===== config.mk =====
export PLATFORM = sky130hd
export DESIGN_NAME = mem_port_arbiter
export DESIGN_NICKNAME = d
export VERILOG_FILES = /design/src/rtl/mem_port_arbiter.sv
export SDC_FILE = /design/constraint.sdc
export NUM_CORES = 1
export LEC_CHECK = 0
export ABC_AREA = 1
export ABC_CLOCK_PERIOD_IN_PS = 1600
export CORE_MARGIN = 2
export CORE_UTILIZATION = 34
export CTS_CLUSTER_SIZE = 12
export DETAILED_ROUTE_END_ITERATION = 16
export PLACE_DENSITY = 0.82
export SETUP_SLACK_MARGIN = 0.3
export SYNTH_ARGS = -nofsm -noshare
export SYNTH_HDL_FRONTEND = slang
export SYNTH_SLANG_ARGS = --single-unit
export TNS_END_PERCENT = 1

===== constraint.sdc =====
create_clock -name clk -period 1.6 [get_ports clk]
set_input_delay 0.32 -clock clk [delete_from_list [all_inputs] [get_ports clk]]
set_output_delay 0.32 -clock clk [all_outputs]
set_load 0.05 [all_outputs]

===== src/rtl/mem_port_arbiter.sv =====
// Shares one single-port RAM with combinational reads between the fetch port and
// the load/store port. Data has fixed priority. A saturating streak counter makes
// sure fetch is eventually granted. Read data is registered, so every response
// arrives one cycle after its grant.
module mem_port_arbiter #(
    parameter int AW              = 32,
    parameter int DW              = 32,
    parameter int MAX_DATA_STREAK = 4
) (
    input  logic              clk,
    input  logic              reset,
    input  logic              if_req,
    input  logic [AW-1:0]     if_addr,
    output logic              if_gnt,
    output logic              if_rvalid,
    output logic [DW-1:0]     if_rdata,
    input  logic              d_req,
    input  logic [DW/8-1:0]   d_we,
    input  logic [AW-1:0]     d_addr,
    input  logic [DW-1:0]     d_wdata,
    output logic              d_gnt,
    output logic              d_rvalid,
    output logic [DW-1:0]     d_rdata,
    output logic [AW-1:0]     mem_addr,
    output logic [DW/8-1:0]   mem_we,
    output logic [DW-1:0]     mem_wdata,
    output logic              mem_re,
    input  logic [DW-1:0]     mem_rdata
);

    localparam int          BW         = DW / 8;
    localparam logic [3:0]  MAX_STREAK = 4'(MAX_DATA_STREAK);

    // Owner of the RAM in the previous cycle; this is also the port whose response
    // is presented in the current cycle.
    typedef enum logic [1:0] {
        S_IDLE,
        S_IF,
        S_DATA
    } owner_t;

    owner_t          state_reg, state_next;
    logic [3:0]      streak_reg, streak_next;
    logic            d_read_reg;
    logic [DW-1:0]   if_rdata_reg;
    logic [DW-1:0]   d_rdata_reg;
    logic            starve;
    logic            d_is_read;

    assign d_is_read = (d_we == '0);

    // Grant decision. Data wins unless fetch has waited through a full streak.
    // Both grants are held low while reset is asserted.
    always_comb begin
        starve = if_req && (streak_reg == MAX_STREAK);
        d_gnt  = reset && d_req && !starve;
        if_gnt = reset && if_req && !(d_req && !starve);
    end

    // Drive the RAM from the port that owns it in this cycle.
    always_comb begin
        mem_addr  = '0;
        mem_we    = '0;
        mem_wdata = '0;
        mem_re    = 1'b0;
        if (d_gnt) begin
            mem_addr  = d_addr;
            mem_we    = d_we;
            mem_wdata = d_wdata;
            mem_re    = d_is_read;
        end else if (if_gnt) begin
            mem_addr  = if_addr;
            mem_re    = 1'b1;
        end
    end

    // Streak counter: counts data grants while fetch waits, and saturates at the limit.
    always_comb begin
        streak_next = streak_reg;
        if (!if_req || if_gnt) begin
            streak_next = 4'd0;
        end else if (d_gnt && (streak_reg < MAX_STREAK)) begin
            streak_next = streak_reg + 4'd1;
        end
    end

    // Owner FSM next state: record which port is granted in this cycle.
    always_comb begin
        state_next = S_IDLE;
        if (if_gnt) begin
            state_next = S_IF;
        end else if (d_gnt) begin
            state_next = S_DATA;
        end
    end

    // State, streak and response registers. An async reset drops any pending response.
    always_ff @(posedge clk or negedge reset) begin
        if (!reset) begin
            state_reg    <= S_IDLE;
            streak_reg   <= 4'd0;
            d_read_reg   <= 1'b0;
            if_rdata_reg <= '0;
            d_rdata_reg  <= '0;
        end else begin
            state_reg  <= state_next;
            streak_reg <= streak_next;
            d_read_reg <= d_gnt && d_is_read;
            if (if_gnt) begin
                if_rdata_reg <= mem_rdata;
            end
            if (d_gnt && d_is_read) begin
                d_rdata_reg <= mem_rdata;
            end
        end
    end

    // Response outputs follow the previous cycle's owner. Stores never produce
    // a d_rvalid pulse.
    always_comb begin
        if_rvalid = (state_reg == S_IF);
        d_rvalid  = (state_reg == S_DATA) && d_read_reg;
        if_rdata  = if_rdata_reg;
        d_rdata   = d_rdata_reg;
    end

    // Only the low byte-enable width is meaningful; BW documents the strobe width.
    logic unused_ok;
    assign unused_ok = (BW == DW / 8);

endmodule


* After elaboration in Yosys (flattened, before gate mapping)
Index checks and enable logic that the tools add are counted.
Widths: inputs -> output; s select.
** Word-level totals
- Flip-flop bits (word level) :: 71
- Input port bits :: 136
- Output and inout port bits :: 137
- Word-level logic and storage cells :: 35
** Operators by class
- $add $sub $neg :: 1
- $lt $le $gt $ge :: 1
- Equality and inequality tests :: 3
- Mux-type cells :: 10
- Reductions and logical operators :: 15
** Operators with widths (count)
- $mux 32 :: 3
- $mux 4 :: 3
- $logic_and 1x1->1 :: 9
- $add 4x1->4 const B :: 1
- $eq 4x3->1 const B :: 1
- $logic_not 4->1 :: 1
- $lt 4x3->1 const B :: 1
- $mux 2 :: 2
- $logic_not 1->1 :: 3
- $eq 2x1->1 const B :: 1
- $eq 2x2->1 const B :: 1
- $mux 1 :: 2
- $reduce_bool 2->1 :: 1
- $logic_or 1x1->1 :: 1

* Depth between registers and ports, before layout
- Depth after elaboration :: 8
- Gate-level depth with buffers :: 9
- Depth with buffers taken out :: 7

* Worst setup path before layout
Ideal clock, no wire load.
- Kind :: flip-flop to output port
- Start :: register streak_reg[0]
- End :: output mem_wdata[16]
- Data arrival time :: 1.793 ns
- Data required time :: 1.280 ns
- Slack :: -0.513 ns
- Cell stages (with the launch flop) :: 8
- Buffers on the path :: 2
- Cells stage by stage :: dfrtp_1 inv_1 ha_1 nand4_4 nand2_1 buf_4 buf_4 nor2_1
** On the way
- Word-level cells in the longest chain between the ends :: 5
** RTL lines
- from (decl) :: RTL line 43 : logic [3:0] streak_reg, streak_next;
- from (signal assigned) :: RTL line 107 : streak_reg <= streak_next;
- $eq 4x3->1 :: RTL line 55 : starve = if_req && (streak_reg == MAX_STREAK);
- $logic_and 1x1->1 :: RTL line 55
- $logic_not 1->1 :: RTL line 56 : d_gnt = reset && d_req && !starve;
- $logic_and 1x1->1 :: RTL line 56
- $mux 32 :: RTL line 66 : if (d_gnt) begin
- to (decl) :: RTL line 26 : output logic [DW-1:0] mem_wdata,
No other way between the ends.

* Worst setup path after layout
- Start :: input if_req
- End :: output mem_addr[29]
** On the way
- Word-level cells in the longest chain between the ends :: 7
- Elaborated cells between the ends (all ways) :: 9
- Classes of those cells :: mux (2); reduce/logical (7)
** RTL lines
- from (decl) :: RTL line 12 : input logic if_req,
- $logic_and 1x1->1 :: RTL line 55
- $logic_not 1->1 :: RTL line 56, 57
- $logic_and 1x1->1 :: RTL line 57 : if_gnt = reset && if_req && !(d_req && !starve);
- $logic_not 1->1 :: RTL line 57
- $logic_and 1x1->1 :: RTL line 57
- $mux 32 :: RTL line 71 : end else if (if_gnt) begin
- $mux 32 (*) :: RTL line 66
- to (decl) :: RTL line 24 : output logic [AW-1:0] mem_addr,
Every way passes the cells marked *; elsewhere a longest branch is shown, timed or not.

==> impl_metrics.csv <==
group,metric,value,unit
sta,finClkSkew,0.0134,ns
die,die_h,106,µm
setup_path,r2r_cells,8,
clocking,tritoncts,"built",
yosys,synth_nets,607,
clocking,cts.htree.levels,3,
grt,grt_start_max_net_pins,66,
sta,tightest_slew,0.771,ns
yosys,synth_top_cell_by_area,"dfrtp_1",
clocking,cts_buffers,9,
sta,maxSlewHeadroom,0.486,
grt,antenna_found_initial,0,
clocking,cts_buffer_depth,2,
finish,drive_gt1_frac,0.397,
yosys,syn_avg_cell_area,7.52,µm²
sta,hold_viol,0,
placement,dp_hpwl,11.8,mm
routing,ant_nets,0,
outcome,status,"finished with violations",
sta,rsz0062_at_grt,"yes",
routing,drc,0,
yosys,synthCells,469,
outcome,violations,"negative setup slack",
sta,setup_slack,-0.642,ns
grt,grtUsageTotal,0.264,
sta,fin_crit,2.24,ns
run,maxCapViolCount,0,
power,power.density,905,nW/µm²
finish,num_antenna_cells,0,
yosys,ys_ff_latch,71,
clocking,cts_root_buffer,"clkbuf_8",
sta,setup_viol,71,
die,dieArea,11200,µm²
yosys,synth_top_area_frac,0.504,
routing,drt-wirelength-per-cell,16.9,µm
routing,drt_iter0_drc,227,
finish,area_growth,131,%
clocking,clkLatencyLatePin,0.33,ns
sta,final-max-slew-violation-count,0,
clocking,clk_pin_slew_worst_paths,0.08,ns
setup_path,worst_setup_path_start_kind,"primary input",
setup_path,reg2reg_to,"d_rdata[23]",
setup_path,path_max_fanout,7,
worst_hold_path,hold_class,"primary input to asynchronous set/reset pin",
grt,grt_pass1_wl,22.9,mm
yosys,synth_area,3530,µm²
setup_path,cp.arrival,1.92,ns
finish,nNetsFinal,902,
yosys,yosys_warnings,0,
setup_path,rrSetupSlack,0.02,ns
grt,first_global_vias,4353,
die,io_pins,273,
grt,grt.overflow.total,0,
setup_path,critical_path_class,"primary input to output port",
die,coreArea,10200,µm²
die,start_util,0.346,
routing,drt-pass1-iter-count,4,
sta,fin_crit_sh,1.40,
die,die_w,106,µm
routing,vias_per_cell,4.57,
setup_path,required,1.28,ns
setup_path,cp-end-kind,"output port",
routing,num_vias,4132,
power,ir_drop,0.867,mV
sta,max_freq,446,MHz
routing,wl,15.3,mm
yosys,yosysSeqAreaShare,0.504,
clocking,hold_buffers,0,
placement,place_inst,879,
yosys,ys_types,19,
setup_path,worst_r2r_startpoint,"streak_reg[1]",
finish,layout.cells.non_filler,905,
placement,portBuffers,272,
yosys,synth_area_leaders,"dfrtp_1, nand2_1, inv_1, o21ai_1, nor2_1",
sta,holdWs,0.0737,ns
finish,fin_util,0.798,
die,rows,37,
power,p_leak,3.94,nW
clocking,cts_sinks,71,
placement,routabilityCongestion,0.800,
-- cells in the mapped netlist --
master	number
nand3_2	1
nand3_1	1
nand2_1	173
ha_1	2
nand4_4	1
nor2_1	46
buf_2	6
buf_6	9
clkbuf_1	2
buf_4	7
nand2_2	1
o21ai_1	42
dfrtp_1	71
inv_2	1
inv_1	82
nand4_1	1
o21ai_0	18
a21oi_4	1
o21ai_2	4
-- metrics by stage --
stage / setup WS (ns) / instance area [µm²] / TNS, ns / power [W]
finish: -0.642 / 8130 / -33.49 / 0.00736
global route: -0.715 / 8130 / -39.14 / 0.00765
CTS: -0.590 / 8070 / -35.73 / 0.00739
detailed placement: -0.678 / 7580 / -58.72 / 0.00557
global placement: -0.590 / 7580 / -51.52 / 0.00549
floorplan: -0.145 / 4050 / -7.27 / 0.00409
-- worst max path at each step --
stage / startpoint / to / cells after the start
floorplan: streak_reg[0] / mem_addr[22] / 7
global placement: if_req / mem_addr[17] / 7
global route: streak_reg[1] / mem_addr[29] / 9
detailed placement: if_req / mem_addr[21] / 7
finish: if_req / mem_addr[29] / 8
CTS: streak_reg[1] / mem_addr[29] / 9
-- cell type report --
type / count / area (µm²)
Timing Repair Buffer: 308 / 3780
Fill cell: 617 / 2050
Multi-Input combinational cell: 291 / 1840
Sequential cell: 71 / 1780
Inverter: 83 / 314
Tap cell: 136 / 170
Clock buffer: 10 / 128
Clock inverter: 6 / 116
-- logic make-up after synthesis --
kind of cell | after synthesis | synth area share
and+or+nand+nor | 224 | 0.247
adders and majority gates | 2 | 0.00709
AOI/OAI and AO/OA | 65 | 0.0997
buffers and inverters | 107 | 0.143
DFF | 71 | 0.504
-- worst max-delay path: stages --
cell	delay, ns
clkdlybuf4s50_1	0.58
nand4_4	0.17
a21oi_4	0.21
buf_6	0.16
buf_12	0.14
nand2_2	0.09
nand2_4	0.11
buf_12	0.14
-- metal layers --
layer / vias up / share of wire / track usage
met2: 154 / 0.55 / 0.506
met4: 0 / 0.018 / 0.0630
met1: 1984 / 0.37 / 0.288
li1: 1977 / - / -
met5: - / 0 / 0
met3: 17 / 0.061 / 0.0656
-- where the power goes --
part | switching, W | internal [W]
logic | 0.00205 | 0.00131
clock network | 0.000687 | 0.00105
registers | 0.000182 | 0.00208
-- layout by cell type, fill, tap and decap left out, drive strengths merged --
cell / netlist / layout
ha: 2 / 2
clkbuf: 2 / 10
nand3: 2 / 2
dfrtp: 71 / 71
a21oi: 1 / 1
clkinv: 0 / 2
inv: 83 / 84
clkdlybuf4s50: 0 / 134
nor2: 46 / 46
bufinv: 0 / 3
buf: 22 / 174
nand2: 174 / 174
nand4: 2 / 2
o21ai: 64 / 64
-- repair_timing --
action / in CTS / in global routing
gates cloned: 3 / 0
pin swaps: 8 / 11
setup endpoints to repair: 143 / 144
buffers inserted: 5 / 2
resized for setup: 48 / 11
No activity file was read; power rests on OpenSTA's default activity.
